$ cat src/rtl/adc_capture_arbiter_pkg.sv
// Shared types and constants for the ADC row capture scheduler.
package adc_capture_pkg;

    typedef enum logic [1:0] {StIdle, StHeader, StStream, StTrailer} state_e;

    localparam logic [3:0]  HDR_TAG_DEF = 4'hA;
    localparam logic [3:0]  TRL_TAG_DEF = 4'hF;
    localparam logic [1:0]  CH_ADC1     = 2'b01;
    localparam logic [1:0]  CH_ADC2     = 2'b10;
    localparam int unsigned CH_LSB      = 30;
    localparam int unsigned IDX_LSB     = 16;
    localparam logic [11:0] CNT_MAX     = 12'hFFF;

    // Header and trailer share one layout: tag, row address, 12-bit payload.
    function automatic logic [31:0] ctrl_word(logic [3:0] tag, logic [9:0] addr,
                                              logic [11:0] low);
        return {tag, 2'b00, addr, 4'h0, low};
    endfunction

endpackage

$ cat src/rtl/adc_capture_arbiter_if.sv
// Row control, sample streams, FIFO write port and status of the capture arbiter.
interface adc_capture_arbiter_if #(
    parameter int unsigned ADC_W = 12
);
    logic             row_start;
    logic [9:0]       row_addr;
    logic [11:0]      samples_per_row;
    logic             adc1_valid;
    logic [ADC_W-1:0] adc1_data;
    logic             adc2_valid;
    logic [ADC_W-1:0] adc2_data;
    logic             fifo_full;
    logic             fifo_wr;
    logic [31:0]      fifo_din;
    logic             busy;
    logic             row_done;
    logic             overflow;
    logic             row_overlap;

    modport master (
        output row_start, row_addr, samples_per_row, adc1_valid, adc1_data,
               adc2_valid, adc2_data, fifo_full,
        input  fifo_wr, fifo_din, busy, row_done, overflow, row_overlap
    );

    modport slave (
        input  row_start, row_addr, samples_per_row, adc1_valid, adc1_data,
               adc2_valid, adc2_data, fifo_full,
        output fifo_wr, fifo_din, busy, row_done, overflow, row_overlap
    );

endinterface

$ cat src/rtl/adc_capture_arbiter_sample_skid_fifo.sv
// Small synchronous per-channel sample buffer; a push into a full buffer succeeds
// when a pop happens on the same edge.
module sample_skid_fifo #(
    parameter int unsigned WIDTH = 24,
    parameter int unsigned DEPTH = 4
) (
    input  logic             clk,
    input  logic             rst,
    input  logic             push,
    input  logic             pop,
    input  logic [WIDTH-1:0] din,
    output logic [WIDTH-1:0] dout,
    output logic             full,
    output logic             empty
);
    localparam int unsigned AW = $clog2(DEPTH);

    logic [WIDTH-1:0] mem_q [DEPTH];
    logic [AW:0]      wr_q, rd_q;
    logic             do_push, do_pop;

    assign empty   = (wr_q == rd_q);
    assign full    = (wr_q[AW] != rd_q[AW]) && (wr_q[AW-1:0] == rd_q[AW-1:0]);
    assign do_pop  = pop && !empty;
    assign do_push = push && (!full || do_pop);
    assign dout    = mem_q[rd_q[AW-1:0]];

    always_ff @(posedge clk) begin
        if (rst) begin
            wr_q <= '0;
            rd_q <= '0;
        end else begin
            if (do_push) wr_q <= wr_q + 1'b1;
            if (do_pop)  rd_q <= rd_q + 1'b1;
        end
    end

    always_ff @(posedge clk) begin
        if (do_push) mem_q[wr_q[AW-1:0]] <= din;
    end

endmodule

$ cat src/rtl/adc_capture_arbiter.sv
// Row-framed capture scheduler: header, round-robin ADC1/ADC2 data words, trailer
// with drop count, all funnelled into one capture FIFO write port.
module adc_capture_arbiter
    import adc_capture_pkg::*;
#(
    parameter int unsigned ADC_W     = 12,
    parameter int unsigned BUF_DEPTH = 4,
    parameter logic [3:0]  HDR_TAG   = HDR_TAG_DEF,
    parameter logic [3:0]  TRL_TAG   = TRL_TAG_DEF
) (
    input logic                  adc1_out_clk,
    input logic                  rst,
    adc_capture_arbiter_if.slave bus
);
    localparam int unsigned EW = ADC_W + 12;

    state_e           state_q, state_d;
    logic [9:0]       addr_q, addr_d;
    logic [11:0]      spr_q, spr_d, drop_q, drop_d;
    logic [1:0][11:0] acc_q, acc_d;
    logic             prio_q, prio_d, ovf_q, ovf_d, ovl_q, ovl_d;
    logic [1:0]       vld, push, pop, grant, buf_full, buf_empty;
    logic [ADC_W-1:0] smp [2];
    logic [EW-1:0]    buf_din [2];
    logic [EW-1:0]    buf_dout [2];
    logic [EW-1:0]    head;
    logic             all_in;

    assign vld    = {bus.adc2_valid, bus.adc1_valid};
    assign smp[0] = bus.adc1_data;
    assign smp[1] = bus.adc2_data;

    for (genvar c = 0; c < 2; c++) begin : g_buf
        assign buf_din[c] = {acc_q[c], smp[c]};
        sample_skid_fifo #(.WIDTH(EW), .DEPTH(BUF_DEPTH)) u_buf (
            .clk   (adc1_out_clk),
            .rst   (rst),
            .push  (push[c]),
            .pop   (pop[c]),
            .din   (buf_din[c]),
            .dout  (buf_dout[c]),
            .full  (buf_full[c]),
            .empty (buf_empty[c])
        );
    end

    // prio_q == 0 favours ADC1; a lone non-empty channel always wins.
    assign grant[0] = !buf_empty[0] && (buf_empty[1] || !prio_q);
    assign grant[1] = !buf_empty[1] && !grant[0];
    assign head     = grant[1] ? buf_dout[1] : buf_dout[0];
    assign all_in   = (acc_q[0] == spr_q) && (acc_q[1] == spr_q) && (&buf_empty);

    assign bus.busy        = (state_q != StIdle);
    assign bus.overflow    = ovf_q;
    assign bus.row_overlap = ovl_q;

    always_comb begin
        state_d      = state_q;
        addr_d       = addr_q;
        spr_d        = spr_q;
        acc_d        = acc_q;
        drop_d       = drop_q;
        prio_d       = prio_q;
        ovf_d        = ovf_q;
        ovl_d        = ovl_q;
        push         = '0;
        pop          = '0;
        bus.fifo_wr  = 1'b0;
        bus.fifo_din = '0;
        bus.row_done = 1'b0;

        if (bus.row_start && state_q != StIdle) ovl_d = 1'b1;

        unique case (state_q)
            StIdle: begin
                if (bus.row_start) begin
                    addr_d  = bus.row_addr;
                    spr_d   = bus.samples_per_row;
                    acc_d   = '0;
                    drop_d  = '0;
                    state_d = StHeader;
                end
            end
            StHeader: begin
                if (!bus.fifo_full) begin
                    bus.fifo_wr  = 1'b1;
                    bus.fifo_din = ctrl_word(HDR_TAG, addr_q, spr_q);
                    state_d      = StStream;
                end
            end
            StStream: begin
                if (!bus.fifo_full && !(&buf_empty)) begin
                    bus.fifo_wr                   = 1'b1;
                    pop                           = grant;
                    prio_d                        = grant[0];
                    bus.fifo_din[CH_LSB +: 2]     = grant[1] ? CH_ADC2 : CH_ADC1;
                    bus.fifo_din[IDX_LSB +: 12]   = head[ADC_W +: 12];
                    bus.fifo_din[ADC_W-1:0]       = head[ADC_W-1:0];
                end else if (!bus.fifo_full && all_in) begin
                    state_d = StTrailer;
                end
            end
            StTrailer: begin
                if (!bus.fifo_full) begin
                    bus.fifo_wr  = 1'b1;
                    bus.fifo_din = ctrl_word(TRL_TAG, addr_q, drop_q);
                    bus.row_done = 1'b1;
                    state_d      = StIdle;
                end
            end
        endcase

        // Drops still consume a sample slot so the row always terminates.
        if (state_q == StHeader || state_q == StStream) begin
            for (int c = 0; c < 2; c++) begin
                if (vld[c] && acc_q[c] < spr_q) begin
                    acc_d[c] = acc_q[c] + 12'd1;
                    if (!buf_full[c] || pop[c]) begin
                        push[c] = 1'b1;
                    end else begin
                        ovf_d = 1'b1;
                        if (drop_d != CNT_MAX) drop_d = drop_d + 12'd1;
                    end
                end
            end
        end
    end

    always_ff @(posedge adc1_out_clk) begin
        if (rst) begin
            state_q <= StIdle;
            addr_q  <= '0;
            spr_q   <= '0;
            acc_q   <= '0;
            drop_q  <= '0;
            prio_q  <= 1'b0;
            ovf_q   <= 1'b0;
            ovl_q   <= 1'b0;
        end else begin
            state_q <= state_d;
            addr_q  <= addr_d;
            spr_q   <= spr_d;
            acc_q   <= acc_d;
            drop_q  <= drop_d;
            prio_q  <= prio_d;
            ovf_q   <= ovf_d;
            ovl_q   <= ovl_d;
        end
    end

endmodule

$ cat src/flat_wrapper.sv
// flat-port wrapper written by rule: the top's interface ports become plain ports
module adc_capture_arbiter_flat import adc_capture_pkg::*;
#(
    parameter int unsigned ADC_W     = 12,
    parameter int unsigned BUF_DEPTH = 4,
    parameter logic [3:0]  HDR_TAG   = HDR_TAG_DEF,
    parameter logic [3:0]  TRL_TAG   = TRL_TAG_DEF
)
  (adc1_out_clk, rst, bus_row_start, bus_row_addr, bus_samples_per_row, bus_adc1_valid, bus_adc1_data, bus_adc2_valid, bus_adc2_data, bus_fifo_full, bus_fifo_wr, bus_fifo_din, bus_busy, bus_row_done, bus_overflow, bus_row_overlap);
  adc_capture_arbiter_if #(.ADC_W(ADC_W)) bus_i ();
  input logic adc1_out_clk;
  input logic rst;
  input wire logic [$bits(bus_i.row_start)-1:0] bus_row_start;
  input wire logic [$bits(bus_i.row_addr)-1:0] bus_row_addr;
  input wire logic [$bits(bus_i.samples_per_row)-1:0] bus_samples_per_row;
  input wire logic [$bits(bus_i.adc1_valid)-1:0] bus_adc1_valid;
  input wire logic [$bits(bus_i.adc1_data)-1:0] bus_adc1_data;
  input wire logic [$bits(bus_i.adc2_valid)-1:0] bus_adc2_valid;
  input wire logic [$bits(bus_i.adc2_data)-1:0] bus_adc2_data;
  input wire logic [$bits(bus_i.fifo_full)-1:0] bus_fifo_full;
  output wire logic [$bits(bus_i.fifo_wr)-1:0] bus_fifo_wr;
  output wire logic [$bits(bus_i.fifo_din)-1:0] bus_fifo_din;
  output wire logic [$bits(bus_i.busy)-1:0] bus_busy;
  output wire logic [$bits(bus_i.row_done)-1:0] bus_row_done;
  output wire logic [$bits(bus_i.overflow)-1:0] bus_overflow;
  output wire logic [$bits(bus_i.row_overlap)-1:0] bus_row_overlap;
  assign bus_i.row_start = bus_row_start;
  assign bus_i.row_addr = bus_row_addr;
  assign bus_i.samples_per_row = bus_samples_per_row;
  assign bus_i.adc1_valid = bus_adc1_valid;
  assign bus_i.adc1_data = bus_adc1_data;
  assign bus_i.adc2_valid = bus_adc2_valid;
  assign bus_i.adc2_data = bus_adc2_data;
  assign bus_i.fifo_full = bus_fifo_full;
  assign bus_fifo_wr = bus_i.fifo_wr;
  assign bus_fifo_din = bus_i.fifo_din;
  assign bus_busy = bus_i.busy;
  assign bus_row_done = bus_i.row_done;
  assign bus_overflow = bus_i.overflow;
  assign bus_row_overlap = bus_i.row_overlap;
  adc_capture_arbiter #(.ADC_W(ADC_W), .BUF_DEPTH(BUF_DEPTH), .HDR_TAG(HDR_TAG), .TRL_TAG(TRL_TAG)) u_core (.adc1_out_clk(adc1_out_clk), .rst(rst), .bus(bus_i));
endmodule
$ cat config.mk
export PLATFORM = sky130hd
export DESIGN_NAME = adc_capture_arbiter_flat
export DESIGN_NICKNAME = d
export VERILOG_FILES = /design/src/rtl/adc_capture_arbiter_pkg.sv /design/src/rtl/adc_capture_arbiter_if.sv /design/src/rtl/adc_capture_arbiter_sample_skid_fifo.sv /design/src/rtl/adc_capture_arbiter.sv /design/src/flat_wrapper.sv
export SDC_FILE = /design/constraint.sdc
export NUM_CORES = 1
export LEC_CHECK = 0
export ABC_AREA = 1
export ABC_CLOCK_PERIOD_IN_PS = 3400
export BUFFER_PORTS_ARGS = -buffer_cell sky130_fd_sc_hd__buf_2
export CORE_UTILIZATION = 55
export CTS_CLUSTER_DIAMETER = 200
export DETAILED_ROUTE_END_ITERATION = 12
export PLACE_DENSITY = 0.73
export SKIP_LAST_GASP = 1
export SLEW_MARGIN = 10
export SYNTH_ARGS = -nofsm -noshare
export SYNTH_HDL_FRONTEND = slang
export SYNTH_SLANG_ARGS = --single-unit
$ cat constraint.sdc
create_clock -name adc1_out_clk -period 3.4 [get_ports adc1_out_clk]
set_input_delay 0.85 -clock adc1_out_clk [delete_from_list [all_inputs] [get_ports adc1_out_clk]]
set_output_delay 0.85 -clock adc1_out_clk [all_outputs]
set_load 0.01 [all_outputs]
==> flow_summary.json, run 1 <==
{
  "status": "complete, but fails checks",
  "violations": "setup timing",
  "yosysSeqAreaShare": 0.569,
  "cts_buffers": 28,
  "swShare": 0.366,
  "ys_types": 51,
  "syn2layout_area_growth_pct": 21.1,
  "dieWidth_um": 155,
  "hold_path.class": "flop to flop",
  "r2r-start": "u_core.state_q[0]",
  "hold_buffers": 0,
  "die_height_um": 155,
  "synth_area_um2": 12900,
  "critPathRequiredTime_ns": 2.55,
  "syn_inst": 1342,
  "place_congestion": 0.985,
  "report.final.setup_viol": 8,
  "critPathLaunch": "u_core.g_buf[1].u_buf.wr_q[0]",
  "avgSynthCellArea_um2": 9.61,
  "clock.fmax_mhz": 283,
  "placedInstanceArea_um2": 14000,
  "fin_util": 0.684,
  "grt_pass1_vias": 10100,
  "overflow": 0,
  "cp-end-kind": "output port",
  "cp_slowest_stage_delay_ns": 0.36,
  "seq_area_um2": 7370,
  "cp-start-kind": "flop",
  "port_buffers": 84,
  "drc": 0,
  "drive_above_1_share": 0.230,
  "worst_path_max_delay_cell": "dfxtp_4",
  "hold_violations": 0,
  "p_switching_uw": 4400,
  "vias": 10600,
  "start_util": 0.565,
  "slew_headroom": 0.540,
  "clkPwrFrac": 0.251,
  "slew_violations": 0,
  "worst_slack_ns": -0.128,
  "grt_max_degree": 38,
  "dp_hpwl_mm": 24.3,
  "multiInputGateArea_um2": 5250,
  "final_area_um2": 15600,
  "fin_crit_sh": 1.04,
  "p_seq_frac": 0.394,
  "design.core.area_um2": 22800,
  "avgRoutedWirePerCell_um": 19.7,
  "path_delay_family": "compound AO/OA/AOI/OAI gates",
  "cts_root_buffer": "clkbuf_16",
  "criticalPathCategory": "flop to output port",
  "dr.pass1.iters": 6,
  "crit_fanout": 6,
  "fin_skew_ns": 0.0263,
  "finalCriticalPeriod_ns": 3.53,
  "power_frac_comb": 0.355,
  "antenna_found_initial": 2,
  "hp-start": "u_core.g_buf[0].u_buf.wr_q[2]",
  "cts_tree": "yes",
  "place_ws_ns": -0.112,
  "p_int_uw": 7610,
  "wirelength_mm": 35.8,
  "rsz0062_at_grt": "true",
  "drv_cap": 0,
  "worstSkewPairLatency_ns": 0.54,
  "drt_first_iter_violations": 1020,
  "arrival_ns": 2.68,
  "row_count": 55,
  "cts_sinks": 271,
  "clkTransAtPathRegs_ns": 0.06,
  "grtUsageTotal": 0.298,
  "antenna_left": 0,
  "ys_warn_count": 0,
  "power_density_nw_per_um2": 769,
  "synth-seq-cells": 271,
  "h-tree-depth": 1,
  "clk_path_buf_depth": 3,
  "fillerInstances": 1744,
  "leakagePower_uw": 0.00602,
  "worst-path-buf-inv": 5,
  "fin_nets": 1577,
  "vias_per_cell": 5.84,
  "ir_worst_vdd_mv": 0.352,
  "tightest_slew_ns": 0.689,
  "fp.dieArea_um2": 24100,
  "power_uw": 12000,
  "grt_pass1_wl_mm": 54.8,
  "path_cells": "inv_4 > nand2_2 > nand2_2 > nand3_4 > nand2_4 > a21oi_4 > buf_6 > nor2_4 > inv_4 > buf_12 > a221oi_4 > o21ai_1 > a31oi_2 > buf_2",
  "ios": 89
}
-- area by class of cell --
type | instances | area share
flip-flops and latches | 271 | 0.471
repair buffers | 174 | 0.0771
multi-input cells | 880 | 0.336
well taps | 313 | 0.0251
clock inverters | 14 | 0.00761
inverters | 127 | 0.0316
diodes | 1 | 0.000160
clock buffers | 37 | 0.0509
-- synth_stat cells, drive strengths merged --
master,number,share of area
xor2,17,0.012
a221o,6,0.0047
ha,43,0.042
clkinv,2,0.00058
edfxtp,192,0.45
nand3,56,0.025
o31ai,1,0.00058
a221oi,13,0.0088
conb,1,0.00029
buf,12,0.0057
or2,1,0.00049
a32oi,1,0.00068
a31oi,18,0.0087
o21bai,3,0.0017
clkbuf,55,0.016
o2111ai,1,0.00068
a211oi,4,0.0023
inv,125,0.036
o221ai,2,0.0014
a2111oi,10,0.0068
nor4b,1,0.00068
nand2,273,0.081
nand4,19,0.011
a22oi,2,0.0012
nand3b,5,0.0032
xnor2,5,0.0034
o21ai,90,0.035
nor3,8,0.0031
nor3b,1,0.00058
a32o,12,0.0093
nor2,113,0.039
a31o,1,0.00068
a21oi,160,0.062
dfxtp,79,0.12
o22ai,10,0.0048
-- routing by layer --
metal,vias to the layer above,share of wire,GRT usage,wire length (um)
met2,465,0.48,0.493,17100
met1,5098,0.41,0.393,14500
met5,-,0.00022,0,8
li1,4978,-,-,-
met3,74,0.082,0.0418,2930
met4,2,0.032,0.129,1150
-- kinds of logic (layout without fill, tap and decap cells) --
family,Yosys count,count (layout),synth area share
XOR/XNOR,22,22,0.0149
flip-flops,271,271,0.569
AO/OA/AOI/OAI,334,334,0.150
adder cells (fa/ha/maj),43,43,0.0417
AND/OR/NAND/NOR,477,477,0.165
other,1,5,0.000291
buffers and inverters,194,352,0.0587
-- state kept, by name (all words and copies together), names as in the netlist, named ones only --
signal,count
u_core.acc_q,24
u_core.bus.overflow,1
u_core.bus.row_overlap,1
u_core.g_buf.u_buf.rd_q,6
u_core.prio_q,1
u_core.g_buf.u_buf.mem_q,192
u_core.drop_q,12
u_core.addr_q,10
u_core.spr_q,12
u_core.state_q,2
u_core.g_buf.u_buf.wr_q,6
-- power by group through the flow --
stage | registers, uW | logic (uW) | clock network (uW)
after floorplan | 4670 | 2280 | 0
after global placement | 4750 | 3500 | 0
after detailed placement | 4770 | 3580 | 0
after CTS | 4710 | 4010 | 3050
after global routing | 4780 | 4650 | 3180
final | 4730 | 4260 | 3020
-- stage by stage --
stage	cells	setup TNS [ns]	hold slack [ns]
after floorplan	1345	0	0.454
after global placement	1742	-0.197	0.451
after detailed placement	1742	-0.438	0.459
after CTS	1812	-0.517	0.463
after global routing	1816	-1.45	0.488
final	1817	-0.322	0.462
-- final timing paths --
path         depth (start not counted)  slack, ns                            end
max                                 14      -0.13                bus_fifo_din[0]
min                                  2       0.46  u_core.g_buf[0].u_buf.wr_q[2]
max reg2reg                         22       0.21               u_core.drop_q[1]
min reg2reg                          2       0.46  u_core.g_buf[0].u_buf.wr_q[2]
-- timing repair --
action / CTS / global route
hold endpoints to repair: 0 / 0
setup buffers: 18 / 5
pin swaps: 15 / 15
gates resized for setup: 75 / 53
cloned: 1 / 0
setup endpoints to repair: 24 / 34
-- worst register-to-register path: cells and delay by family, from the launching register on --
| family | cells | cell delay, ns |
|---|---|---|
| simple gates | 14 | 1.62 |
| fa+ha+maj | 3 | 0.69 |
| flops | 1 | 0.36 |
| buf+inv | 4 | 0.28 |
| compound gates | 1 | 0.06 |
-- placed cells by master, fill, tap and decap left out, types with 8 or more instances in the layout --
master | Yosys | routed
nand4_1 | 17 | 17
o22ai_1 | 10 | 10
a32o_1 | 12 | 12
nor2_1 | 96 | 83
dfxtp_1 | 79 | 68
nor2_4 | 8 | 13
a21oi_1 | 159 | 153
buf_2 | 2 | 83
xor2_1 | 17 | 17
buf_4 | 5 | 81
inv_2 | 10 | 14
nand2_2 | 7 | 15
inv_1 | 115 | 106
a31oi_1 | 18 | 15
clkbuf_16 | 0 | 29
edfxtp_1 | 192 | 192
nor3_1 | 8 | 8
o21ai_0 | 86 | 76
o21ai_1 | 3 | 10
nor2_2 | 9 | 17
nand3_1 | 48 | 48
ha_1 | 43 | 42
dfxtp_2 | 0 | 8
nand2_1 | 265 | 254
(Power assumes the default switching activity.)
==> run 2, diff against run 1 <==
--- a/config.mk
+++ b/config.mk
@@ -6,7 +6,7 @@
 export NUM_CORES = 1
 export LEC_CHECK = 0
 export ABC_AREA = 1
-export ABC_CLOCK_PERIOD_IN_PS = 3400
+export ABC_CLOCK_PERIOD_IN_PS = 3150
 export BUFFER_PORTS_ARGS = -buffer_cell sky130_fd_sc_hd__buf_2
 export CORE_UTILIZATION = 55
 export CTS_CLUSTER_DIAMETER = 200
==> constraint.sdc (replaced) <==
create_clock -name adc1_out_clk -period 3.15 [get_ports adc1_out_clk]
set_input_delay 0.7875 -clock adc1_out_clk [delete_from_list [all_inputs] [get_ports adc1_out_clk]]
set_output_delay 0.7875 -clock adc1_out_clk [all_outputs]
set_load 0.01 [all_outputs]
==> run 2 against run 1 <==
  * The run still ends with setup timing left
  * Via count rose by 1.3%
  * Sequential power up 6.3%
  * Largest cell class unchanged
  * Critical path type unchanged
  * Wire length grew 0.60%
  * Worst setup slack got worse by 0.11 ns
==> flow_summary.json, run 2 (synthesis results as in run 1) <==
{
  "status": "complete, but fails checks",
  "violations": "setup timing",
  "vias_per_cell": 5.80,
  "cp-end-kind": "output port",
  "cts_root_buffer": "clkbuf_16",
  "vias": 10800,
  "largest_reg_flops": 192,
  "slew_headroom": 0.588,
  "clock.fmax_mhz": 295,
  "grt_pass1_vias": 10100,
  "grt_max_degree": 42,
  "layout_commonest_cell": "nand2_1",
  "cts_sinks": 271,
  "criticalPathCategory": "flop to output port",
  "start_util": 0.565,
  "fin_util": 0.696,
  "drc": 0,
  "h-tree-depth": 1,
  "slew_violations": 0,
  "drt_first_iter_violations": 997,
  "wirelength_mm": 36.0,
  "dp_hpwl_mm": 24.2,
  "fin_nets": 1615,
  "instances_no_fill": 1855,
  "cts_buffers": 28,
  "reg2reg_slack_ns": 0.17,
  "fin_skew_ns": 0.0152,
  "hp-start": "bus_adc1_data[8]",
  "clkTransAtPathRegs_ns": 0.07,
  "syn2layout_area_growth_pct": 23.2,
  "r2r-start": "u_core.spr_q[10]",
  "ios": 89,
  "avgRoutedWirePerCell_um": 19.4,
  "rsz0062_at_grt": "true",
  "dp.cells": 1763,
  "clk_path_buf_depth": 3,
  "dieWidth_um": 155,
  "arrival_ns": 2.60,
  "worst-r2r-cell-count": 20,
  "crit_fanout": 12,
  "place_congestion": 0.992,
  "leakagePower_uw": 0.00616,
  "worst_slack_ns": -0.242,
  "critPathRequiredTime_ns": 2.36,
  "hold_path.class": "input port to flop",
  "design.core.area_um2": 22800,
  "row_count": 55,
  "cts_tree": "yes",
  "finalCriticalPeriod_ns": 3.39,
  "power_density_nw_per_um2": 817,
  "grtUsageTotal": 0.297,
  "power_uw": 13000,
  "grt_pass1_wl_mm": 55.0,
  "hold_ws_ns": 0.461,
  "report.final.setup_viol": 19,
  "port_buffers": 84,
  "fp.dieArea_um2": 24100,
  "dr.pass1.iters": 6,
  "hold_buffers": 0,
  "hold_path_depth": 1,
  "drv_cap": 0,
  "place_ws_ns": -0.302,
  "min_to": "u_core.g_buf[0].u_buf.mem_q[1][8]",
  "die_height_um": 155,
  "ir_worst_vdd_mv": 0.507,
  "worstReg2RegEnd": "u_core.drop_q[11]",
  "hold_violations": 0,
  "fin_crit_sh": 1.08,
  "antenna_found_initial": 3,
  "overflow": 0,
  "final_cell_mix": "nand2_1, edfxtp_1, a21oi_1",
  "worstSkewPairLatency_ns": 0.54,
  "drive_above_1_share": 0.251,
  "antenna_left": 0,
  "cp-start-kind": "flop",
  "tightest_slew_ns": 0.617
}
[run 2: changes by cell type in the layout (fill, tap and decap cells not counted), sizes merged]
| cell | before | now |
|---|---|---|
| buf | 174 | 212 |
| inv | 125 | 126 |
| clkbuf | 37 | 36 |
[run 2: worst max-delay path by stage]
stage                                        endpoint  slack (ns)                          start  cells past startpoint
detailed placement                   bus_fifo_din[16]       -0.30                  bus_fifo_full                     10
floorplan           u_core.g_buf[1].u_buf.mem_q[1][0]       -0.17               u_core.acc_q[21]                     10
global route                          bus_fifo_din[2]       -0.30  u_core.g_buf[1].u_buf.rd_q[0]                     14
CTS                                   bus_fifo_din[2]       -0.24  u_core.g_buf[1].u_buf.wr_q[1]                     14
finish                                bus_fifo_din[7]       -0.24  u_core.g_buf[0].u_buf.rd_q[1]                      8
global placement                     bus_fifo_din[16]       -0.32                  bus_fifo_full                     10
[run 2: cell type report]
| cell class | count | area [um2] |
|---|---|---|
| clock buffers | 36 | 762 |
| well taps | 313 | 392 |
| clock inverters | 15 | 155 |
| fillers | 1695 | 6950 |
| inverters | 127 | 485 |
| flip-flops and latches | 271 | 7380 |
| diodes | 1 | 2.50 |
| repair buffers | 212 | 1470 |
| multi-input cells | 880 | 5250 |
[run 2: metrics by stage]
step           setup TNS (ns)  area [um2]
2_1_floorplan          -12.27       13000
3_3_place_gp            -1.45       14200
3_5_place_dp            -1.62       14200
4_1_cts                 -3.15       15600
5_1_grt                 -4.45       15900
6_report                -2.82       15900
[run 2: timing repair]
action                     4_1_cts  5_1_grt
buffers inserted                20       20
resized for setup               93       32
gates cloned                     1        0
pin swaps                       14       24
setup endpoints to repair       25       66
[run 2: metal layers]
| metal | part of all wire | GRT usage | vias up |
|---|---|---|---|
| li1 | - | - | 5057 |
| met5 | 0.00081 | 0 | - |
| met4 | 0.034 | 0.106 | 4 |
| met2 | 0.48 | 0.491 | 413 |
| met1 | 0.42 | 0.404 | 5212 |
| met3 | 0.070 | 0.0390 | 71 |
[run 2: worst max-delay path: stages (launching register included)]
cell	delay [ns]
dfxtp_4	0.37
xnor2_4	0.19
nand3_4	0.13
a21oi_4	0.27
nand3_1	0.16
buf_4	0.22
a221o_1	0.34
a21oi_2	0.22
buf_2	0.17
[run 2: report_power, final]
part	total (uW)	leakage (uW)	switching (uW)	internal [uW]
Combinational	4680	0.00330	2990	1690
Sequential	5030	0.00242	382	4650
Clock	3270	0.000437	1390	1890
Total	13000	0.00616	4760	8230
